File: config.mk
export PLATFORM = sky130hd
export DESIGN_NAME = hqm_rcfwl_gclk_pll_sync_rcvr
export DESIGN_NICKNAME = d
export VERILOG_FILES = /design/src/rtl/hqm_rcfwl_gclk_sync_pkg.sv /design/src/rtl/hqm_rcfwl_gclk_sync_edge.sv /design/src/rtl/hqm_rcfwl_gclk_pll_sync_rcvr.sv
export SDC_FILE = /design/constraint.sdc
export NUM_CORES = 1
export LEC_CHECK = 0
export CAP_MARGIN = 20
export CORE_MARGIN = 2
export CORE_UTILIZATION = 45
export CTS_CLUSTER_DIAMETER = 80
export DETAILED_ROUTE_END_ITERATION = 6
export PLACE_DENSITY = 0.68
export SLEW_MARGIN = 20
export SYNTH_ARGS = -nofsm -noshare
export SYNTH_HDL_FRONTEND = slang
export SYNTH_SLANG_ARGS = --single-unit
File: constraint.sdc
create_clock -name clk -period 1.95 [get_ports clk]
set_input_delay 0.39 -clock clk [delete_from_list [all_inputs] [get_ports clk]]
set_output_delay 0.39 -clock clk [all_outputs]
set_load 0.01 [all_outputs]
File: src/rtl/hqm_rcfwl_gclk_sync_pkg.sv
// Shared types and constants for the gclk PLL sync receiver.
package hqm_rcfwl_gclk_sync_pkg;

  typedef enum logic [1:0] {
    ST_IDLE   = 2'd0,
    ST_ACQ    = 2'd1,
    ST_TRACK  = 2'd2,
    ST_LOCKED = 2'd3
  } sync_state_t;

  localparam int ERR_CNT_W = 8;
  localparam logic [ERR_CNT_W-1:0] ERR_CNT_MAX = {ERR_CNT_W{1'b1}};

endpackage

File: src/rtl/hqm_rcfwl_gclk_sync_edge.sv
// Two-flop sampler of the distributed pll_sync level with single-pulse rise detect.
module hqm_rcfwl_gclk_sync_edge (
  input  logic clk,
  input  logic rst,
  input  logic pll_sync_in,
  output logic rise
);

  logic d1;
  logic d2;

  // Sample the level twice; reset clears both so a level held high
  // through reset release still yields one rise.
  always_ff @(posedge clk) begin
    if (rst) begin
      d1 <= 1'b0;
      d2 <= 1'b0;
    end else begin
      d1 <= pll_sync_in;
      d2 <= d1;
    end
  end

  assign rise = d1 & ~d2;

endmodule

File: src/rtl/hqm_rcfwl_gclk_pll_sync_rcvr.sv
// Leaf receiver for the mesh-distributed PLL sync pulse: phase counter,
// lock qualification and misalignment reporting.
//
// state     | meaning
// ----------+--------------------------------------------------------
// ST_IDLE   | disabled; phase held 0
// ST_ACQ    | waiting for first rise; phase held 0
// ST_TRACK  | counting phase, qualifying consecutive on-time pulses
// ST_LOCKED | aligned; early or missed pulses are errors
module hqm_rcfwl_gclk_pll_sync_rcvr
  import hqm_rcfwl_gclk_sync_pkg::*;
#(
  parameter int PERIOD   = 8,
  parameter int CNT_W    = 3,
  parameter int LOCK_CNT = 4
) (
  input  logic                 clk,
  input  logic                 rst,
  input  logic                 pll_sync_in,
  input  logic                 sync_en,
  input  logic                 err_clr,
  output logic [CNT_W-1:0]     phase_cnt,
  output logic                 phase0,
  output logic                 locked,
  output logic                 sync_err,
  output logic [ERR_CNT_W-1:0] err_cnt
);

  localparam int GOOD_W = (LOCK_CNT > 1) ? $clog2(LOCK_CNT) : 1;
  localparam logic [CNT_W-1:0]  END_PH    = CNT_W'(PERIOD - 1);
  localparam logic [GOOD_W-1:0] LAST_GOOD = GOOD_W'(LOCK_CNT - 1);

  sync_state_t          state;
  sync_state_t          state_nxt;
  logic [CNT_W-1:0]     phase_nxt;
  logic [CNT_W-1:0]     phase_inc;
  logic [GOOD_W-1:0]    good_cnt;
  logic [GOOD_W-1:0]    good_nxt;
  logic                 rise;
  logic                 end_ph;
  logic                 err_evt;
  logic                 sync_err_nxt;
  logic [ERR_CNT_W-1:0] err_cnt_nxt;

  hqm_rcfwl_gclk_sync_edge u_edge (
    .clk         (clk),
    .rst         (rst),
    .pll_sync_in (pll_sync_in),
    .rise        (rise)
  );

  assign end_ph    = (phase_cnt == END_PH);
  assign phase_inc = end_ph ? '0 : phase_cnt + 1'b1;

  // Next-state, phase and good-pulse qualification.
  always_comb begin
    state_nxt = state;
    phase_nxt = phase_cnt;
    good_nxt  = good_cnt;
    err_evt   = 1'b0;
    if (!sync_en) begin
      state_nxt = ST_IDLE;
      phase_nxt = '0;
      good_nxt  = '0;
    end else begin
      case (state)
        ST_IDLE: begin
          phase_nxt = '0;
          good_nxt  = '0;
          state_nxt = ST_ACQ;
        end
        ST_ACQ: begin
          phase_nxt = '0;
          if (rise) begin
            good_nxt  = '0;
            state_nxt = ST_TRACK;
          end
        end
        ST_TRACK: begin
          if (rise) begin
            phase_nxt = '0;
            if (end_ph) begin
              if (good_cnt == LAST_GOOD) begin
                good_nxt  = '0;
                state_nxt = ST_LOCKED;
              end else begin
                good_nxt = good_cnt + 1'b1;
              end
            end else begin
              good_nxt = '0;
            end
          end else begin
            phase_nxt = phase_inc;
            if (end_ph) good_nxt = '0;
          end
        end
        ST_LOCKED: begin
          if (rise) begin
            phase_nxt = '0;
            if (!end_ph) begin
              err_evt   = 1'b1;
              good_nxt  = '0;
              state_nxt = ST_TRACK;
            end
          end else begin
            phase_nxt = phase_inc;
            if (end_ph) begin
              err_evt   = 1'b1;
              good_nxt  = '0;
              state_nxt = ST_TRACK;
            end
          end
        end
        default: begin
          state_nxt = ST_IDLE;
          phase_nxt = '0;
          good_nxt  = '0;
        end
      endcase
    end
  end

  // Error flag and saturating counter; a same-cycle error beats err_clr.
  always_comb begin
    sync_err_nxt = sync_err;
    err_cnt_nxt  = err_cnt;
    if (err_evt) begin
      sync_err_nxt = 1'b1;
      if (err_clr)                    err_cnt_nxt = ERR_CNT_W'(1);
      else if (err_cnt != ERR_CNT_MAX) err_cnt_nxt = err_cnt + 1'b1;
    end else if (err_clr) begin
      sync_err_nxt = 1'b0;
      err_cnt_nxt  = '0;
    end
  end

  // FSM, phase and qualification registers.
  always_ff @(posedge clk) begin
    if (rst) begin
      state     <= ST_IDLE;
      phase_cnt <= '0;
      good_cnt  <= '0;
    end else begin
      state     <= state_nxt;
      phase_cnt <= phase_nxt;
      good_cnt  <= good_nxt;
    end
  end

  // Error reporting registers; survive sync_en deassertion.
  always_ff @(posedge clk) begin
    if (rst) begin
      sync_err <= 1'b0;
      err_cnt  <= '0;
    end else begin
      sync_err <= sync_err_nxt;
      err_cnt  <= err_cnt_nxt;
    end
  end

  assign locked = (state == ST_LOCKED);
  assign phase0 = (phase_cnt == '0) && ((state == ST_TRACK) || (state == ST_LOCKED));

endmodule

==> flow_summary.toml, run 1 <==
[status]
status = "finished clean"

[floorplan]
die_w_um = 50.2
io_pins = 19
die-area_sq_mm = 0.00252
rows = 16
start_util_pct = 48.5
fp.dieH_um = 50.2
core_sq_mm = 0.00198

[sta]
max_slew.worst_pin.slew_ps = 418
fmax_ghz = 0.540
hold_violations = 0
period_share_pct = 94.9
max_slew_margin_pct = 71.8
setup_viol = 0
tns_ps = 0
slew_viol_final = 0
min_period_ps = 1850
skew_ps = 3.52
rsz0062_at_grt = "no"

[cells_and_area]
area_growth_pct = 27.9
drive_above_1_share_pct = 10.5
antenna_cells = 0
nFillCells = 168
nets = 145
instances_no_fill = 160

[global_routing]
grt_usage_pct = 19.0
use_met2_pct = 31.4
antenna_found_initial = 0
grtUsageMet3_pct = 3.57
grt_pass1_wl_um = 3650
grt_use_met1_pct = 24.1
grt_max_degree = 14
gr-total-overflow = 0
grt_pass1_vias = 840
grt_busiest_layer = "met2"

[min_path]
hp-class = "flip-flop to flip-flop"
min_to = "sync_err$_SDFFE_PP0P_"
hold_depth = 2
hp-start = "sync_err$_SDFFE_PP0P_"

[clock_tree]
cts_sinks = 18
cts_htree_levels = 1
cts_tree = "done"
clk_latency_ps = 300
cts-root-buf = "clkbuf_4"
clockBufferDepth = 2
postCtsHoldBufs = 0
numCtsBuffers = 3
clkTransAtPathRegs_ps = 110

[synthesis]
synth_compound_area_share_pct = 18.2
synthAdderAreaFrac_pct = 7.81
synth_mux_area_share_pct = 1.04
synth-xor-area-share_pct = 2.60
ys_types = 38
synth_top_family_by_area = "simple AND/OR/NAND/NOR gates"
ys_async_sr_fraction_pct = 0
avgSynthCellArea_sq_um = 8.58
syn_inst = 112
ys_seq_elements = 18
synthesis.area_sq_um = 961
yosys.area_share.simple_pct = 29.2
yosysWarnings = 0
synth_nets = 123
ys_seq_area_share_pct = 37.5
synth-edff-count = 0
synthFlopType = "dfxtp_1"

[detailed_routing]
drc_errors = 0
drt_wl_total_um = 2070
firstDrtPassIters = 4
drtIter0Drc = 4
wl_per_cell_um = 12.9
ant_nets = 0
num_vias = 899
vias_per_cell = 5.62

[worst_setup_path]
cp-end-kind = "flip-flop"
cp_top_family = "adder cells"
reg2regPathDepth = 5
arrival_ps = 2090
crit_path_frequent_cell = "ha_1"
cp.required_ps = 2190
reg2reg_slack_ps = 100
r2r-start = "phase_cnt[0]$_SDFF_PP0_"
r2r-end = "err_cnt[5]$_SDFFE_PP0P_"
worstSetupPathType = "flip-flop to flip-flop"
startpoint_type = "flip-flop"
slowest_stage = "or4_1"
crit_cells = 5
cp_slowest_stage_delay_ps = 520
crit_buf_inv = 0
path_cells = "ha_1, ha_1, xnor2_2, or4_1, a21oi_1"
worstPathMaxFanout = 8

[job]
cap_viol_max_count = 0

[placed_design]
hpwl_um = 1520
place_inst = 156
numPortBuffers = 18
routabilityCongestion = 0.797

[power]
p_leak_nw = 0.460
peakVddDrop_uv = 440
powerDensity_mw_per_mm2 = 537
layer usage:
layer,wire [um],share of wire (%)
met1,984,48
met5,0,0
met3,76,3.7
met4,35,1.7
met2,968,47
worst max-delay path by stage:
| stage | start | endpoint | slack (ps) |
|---|---|---|---|
| 5_1_grt | phase_cnt[1]$_SDFF_PP0_ | err_cnt[3]$_SDFFE_PP0P_ | 30 |
| 3_5_place_dp | sync_en | err_cnt[5]$_SDFFE_PP0P_ | 60 |
| 2_1_floorplan | phase_cnt[0]$_SDFF_PP0_ | err_cnt[3]$_SDFFE_PP0P_ | 250 |
| 3_3_place_gp | sync_en | err_cnt[5]$_SDFFE_PP0P_ | 110 |
| 6_report | phase_cnt[0]$_SDFF_PP0_ | err_cnt[5]$_SDFFE_PP0P_ | 100 |
| 4_1_cts | phase_cnt[0]$_SDFF_PP0_ | phase0 | 30 |
flip-flops by register name, indices dropped and copies added, names as in the netlist:
name,count
phase_cnt,3
u_edge.d2,1
good_cnt,2
err_cnt,8
state,2
sync_err,1
u_edge.d1,1
metrics by stage:
step / instance area [sq um] / utilization, % / worst slack, ps / hold slack, ps / total power [mW]
3_3_place_gp: 1180 / 59.6 / 114 / 458 / 0.425
5_1_grt: 1230 / 62.0 / 31.2 / 509 / 0.683
2_1_floorplan: 961 / - / 248 / 439 / 0.408
6_report: 1230 / 62.0 / 99.3 / 489 / 0.659
4_1_cts: 1220 / 61.5 / 25.2 / 491 / 0.663
3_5_place_dp: 1180 / 59.6 / 58.8 / 470 / 0.427
power by group:
group,switching (mW),total [mW],internal [mW]
clock,0.126,0.240,0.114
combinational,0.0230,0.0440,0.0210
sequential,0.00420,0.375,0.371
total,0.153,0.659,0.506
cells in the mapped netlist, drive strengths merged, types with 2 or more instances:
| cell | instances | area, sq um |
|---|---|---|
| nand2 | 7 | 26.3 |
| ha | 6 | 75.1 |
| or4 | 2 | 15.0 |
| a21oi | 7 | 35.0 |
| and3 | 4 | 25.0 |
| nand4 | 2 | 12.5 |
| o21ai | 4 | 20.0 |
| clkbuf | 2 | 7.51 |
| dfxtp | 18 | 360 |
| nand3 | 2 | 10.0 |
| buf | 2 | 8.75 |
| nand2b | 2 | 12.5 |
| a31oi | 4 | 25.0 |
| nor2b | 3 | 26.3 |
| nor3 | 3 | 15.0 |
| a211oi | 2 | 15.0 |
| o31ai | 3 | 22.5 |
| inv | 5 | 18.8 |
| nor4 | 2 | 12.5 |
| nor3b | 2 | 15.0 |
| nor2 | 9 | 33.8 |
| and2 | 7 | 43.8 |
area by class of cell:
cell class	instances	area (sq um)	area share (%)
Sequential cell	18	362	29.4
Multi-Input combinational cell	85	573	46.6
Clock buffer	4	36.3	2.95
Inverter	5	18.8	1.53
Tap cell	27	33.8	2.75
Timing Repair Buffer	21	205	16.7
kinds of logic (layout without fill, tap and decap cells):
kind of cell	count (synthesis)	count (layout)
XOR/XNOR	2	2
multiplexers	1	1
adder cells (fa/ha/maj)	6	6
buffers and inverters	9	30
flip-flops	18	18
AND/OR/NAND/NOR	49	49
AO/OA/AOI/OAI	27	27
placed cells by master, fill, tap and decap left out, types with 2 or more instances in the layout:
master / n
or4_1: 2
a31oi_1: 4
dfxtp_1: 17
clkbuf_4: 3
o31ai_1: 3
ha_1: 6
inv_1: 5
nand2_1: 7
clkdlybuf4s50_1: 17
nor3_1: 3
buf_4: 3
a211oi_1: 2
a21oi_1: 7
nor4_1: 2
nor3b_1: 2
nand2b_1: 2
and3_1: 4
nand3_1: 2
nand4_1: 2
o21ai_0: 4
and2_1: 7
nor2_1: 9
nor2b_1: 2
what timing repair did:
| item | CTS | global route |
|---|---|---|
| setup endpoints to repair | 1 | 2 |
| gates resized for setup | 1 | 2 |
| gates cloned | 0 | 0 |
| buffers inserted | 0 | 0 |
worst reg2reg max path, cell delays in order (launching register included):
cell and delay, ps:
dfxtp_1 340, ha_1 220, ha_1 300, xnor2_2 250, or4_1 520, a21oi_1 160
Note: power is estimated with default switching activity, not from simulation.
==> run 2: changes to the inputs <==
CORE_MARGIN = 1.5   (was 2)
CORE_UTILIZATION = 49   (was 45)
PLACE_DENSITY = 0.73   (was 0.68)
==> run 2 against run 1 <==
Net effect: register-to-register slack about the same; combinational power down 7.5%; global-route usage up 0.49 points; clock skew up 10 ps; largest power group unchanged.
==> flow_summary.toml, run 2 (same netlist as run 1, synthesis figures left out) <==
[status]
status = "finished clean"

[worst_setup_path]
cp-end-kind = "flip-flop"
cp_top_family = "simple AND/OR/NAND/NOR gates"
cp.required_ps = 2160
cp_slowest_stage_delay_ps = 520
arrival_ps = 2050
startpoint_type = "flip-flop"
worstPathMaxFanout = 8
path_cells = "ha_1, ha_1, xnor2_2, or4_1, a21oi_1"
crit_path_frequent_cell = "ha_1"
slowest_stage = "or4_1"
worstSetupPathType = "flip-flop to flip-flop"
crit_buf_inv = 0

[cells_and_area]
antenna_cells = 0
area_growth_pct = 24.7
reg_top3 = "err_cnt (8), phase_cnt (3)"
instances_no_fill = 156
stdcell_area_sq_mm = 0.00120
nets = 144
drive_above_1_share_pct = 9.16
final_common_cell = "clkdlybuf4s50_1"
final_core_util_pct = 67.2
mostFrequentLayoutCells = "17 x clkdlybuf4s50_1, 16 x dfxtp_1, 9 x nor2_1"
largest_reg_flops = 8
regMostFlops = "err_cnt"

[sta]
setup_ws_ps = 109
min_period_ps = 1840
max_slew.worst_pin.slew_ps = 456
tns_ps = 0
slew_viol_final = 0
skew_ps = 13.6
fmax_ghz = 0.543
rsz0062_at_grt = "no"
setup_viol = 0
period_share_pct = 94.4
max_slew_margin_pct = 69.3
hold_violations = 0

[placed_design]
post-place-ws_ps = 68.2
place_inst = 153
numPortBuffers = 18
hpwl_um = 1430
postPlaceCellArea_sq_mm = 0.00117
routabilityCongestion = 0.884

[detailed_routing]
drtIter0Drc = 19
drt_wl_total_um = 1910
firstDrtPassIters = 4
num_vias = 880
ant_nets = 0
drc_errors = 0
vias_per_cell = 5.64
wl_per_cell_um = 12.2

[clock_tree]
cts_tree = "done"
cts_setup_buffers = 0
cts_sinks = 18
clkTransAtPathRegs_ps = 110
cts-root-buf = "clkbuf_4"
clk_latency_ps = 290
clockBufferDepth = 2
cts_htree_levels = 1
numCtsBuffers = 3
postCtsHoldBufs = 0

[power]
peakVddDrop_uv = 326
p_leak_nw = 0.448
powerDensity_mw_per_mm2 = 497

[floorplan]
start_util_pct = 53.9
fp.dieH_um = 47.3
io_pins = 19
die-area_sq_mm = 0.00224
core_sq_mm = 0.00178
rows = 15
die_w_um = 47.3

[global_routing]
grt_pass1_wl_um = 3110
gr-total-overflow = 0
grt_usage_pct = 19.5
grt_pass1_vias = 727
grt_max_degree = 14
antenna_found_initial = 0

[min_path]
hp-class = "flip-flop to flip-flop"

[job]
cap_viol_max_count = 0
-- run 2: changes by cell type in the layout (fill, tap and decap cells not counted) --
| cell | delta |
|---|---|
| buf_4 | -1 |
| dfxtp_2 | +1 |
| xor2_1 | +1 |
| xor2_2 | -1 |
| dfxtp_1 | -1 |
| clkbuf_8 | -1 |
-- run 2: worst paths after layout --
check | start | end | slack [ps] | cells past startpoint
max | phase_cnt[0]$_SDFF_PP0_ | err_cnt[5]$_SDFFE_PP0P_ | 110 | 5
min | u_edge.d1$_SDFF_PP0_ | u_edge.d2$_SDFF_PP0_ | 480 | 1
max reg2reg | phase_cnt[0]$_SDFF_PP0_ | err_cnt[5]$_SDFFE_PP0P_ | 110 | 5
min reg2reg | u_edge.d1$_SDFF_PP0_ | u_edge.d2$_SDFF_PP0_ | 480 | 1
-- run 2: timing repair --
action,4_1_cts,5_1_grt
endpoints found under the hold margin,0,0
resized for setup,0,3
setup endpoints to repair,0,2
-- run 2: layout make-up --
class | instances | area [sq um]
Fill cell | 155 | 584
Clock buffer | 3 | 22.5
Tap cell | 25 | 31.3
Inverter | 5 | 18.8
Timing Repair Buffer | 20 | 198
Sequential cell | 18 | 363
Multi-Input combinational cell | 85 | 566
-- run 2: worst register-to-register path, stage by stage (launching register included) --
cell     delay (ps)
dfxtp_1         340
ha_1            220
ha_1            280
xnor2_2         240
or4_1           520
a21oi_1         160
-- run 2: metrics by stage --
stage	power [mW]	hold WS [ps]
after floorplan	0.408	439
after global placement	0.424	459
after detailed placement	0.425	455
after CTS	0.603	479
after global routing	0.623	501
final	0.595	475
-- run 2: power breakdown --
group	total (mW)	switching [mW]	leakage [nW]	internal (mW)
Sequential	0.376	0.00495	0.146	0.371
Combinational	0.0407	0.0214	0.288	0.0193
Clock	0.178	0.107	0.0138	0.0716
Total	0.595	0.133	0.448	0.462
-- run 2: per-layer routing --
layer	part of all wire, %	global-route usage, %	vias to the layer above	wire (um)
met5	0	0	-	0
met4	0.68	8.33	0	13
met3	3.9	2.31	2	75
met2	48	31.6	24	925
met1	47	26.0	405	895
li1	-	-	449	-
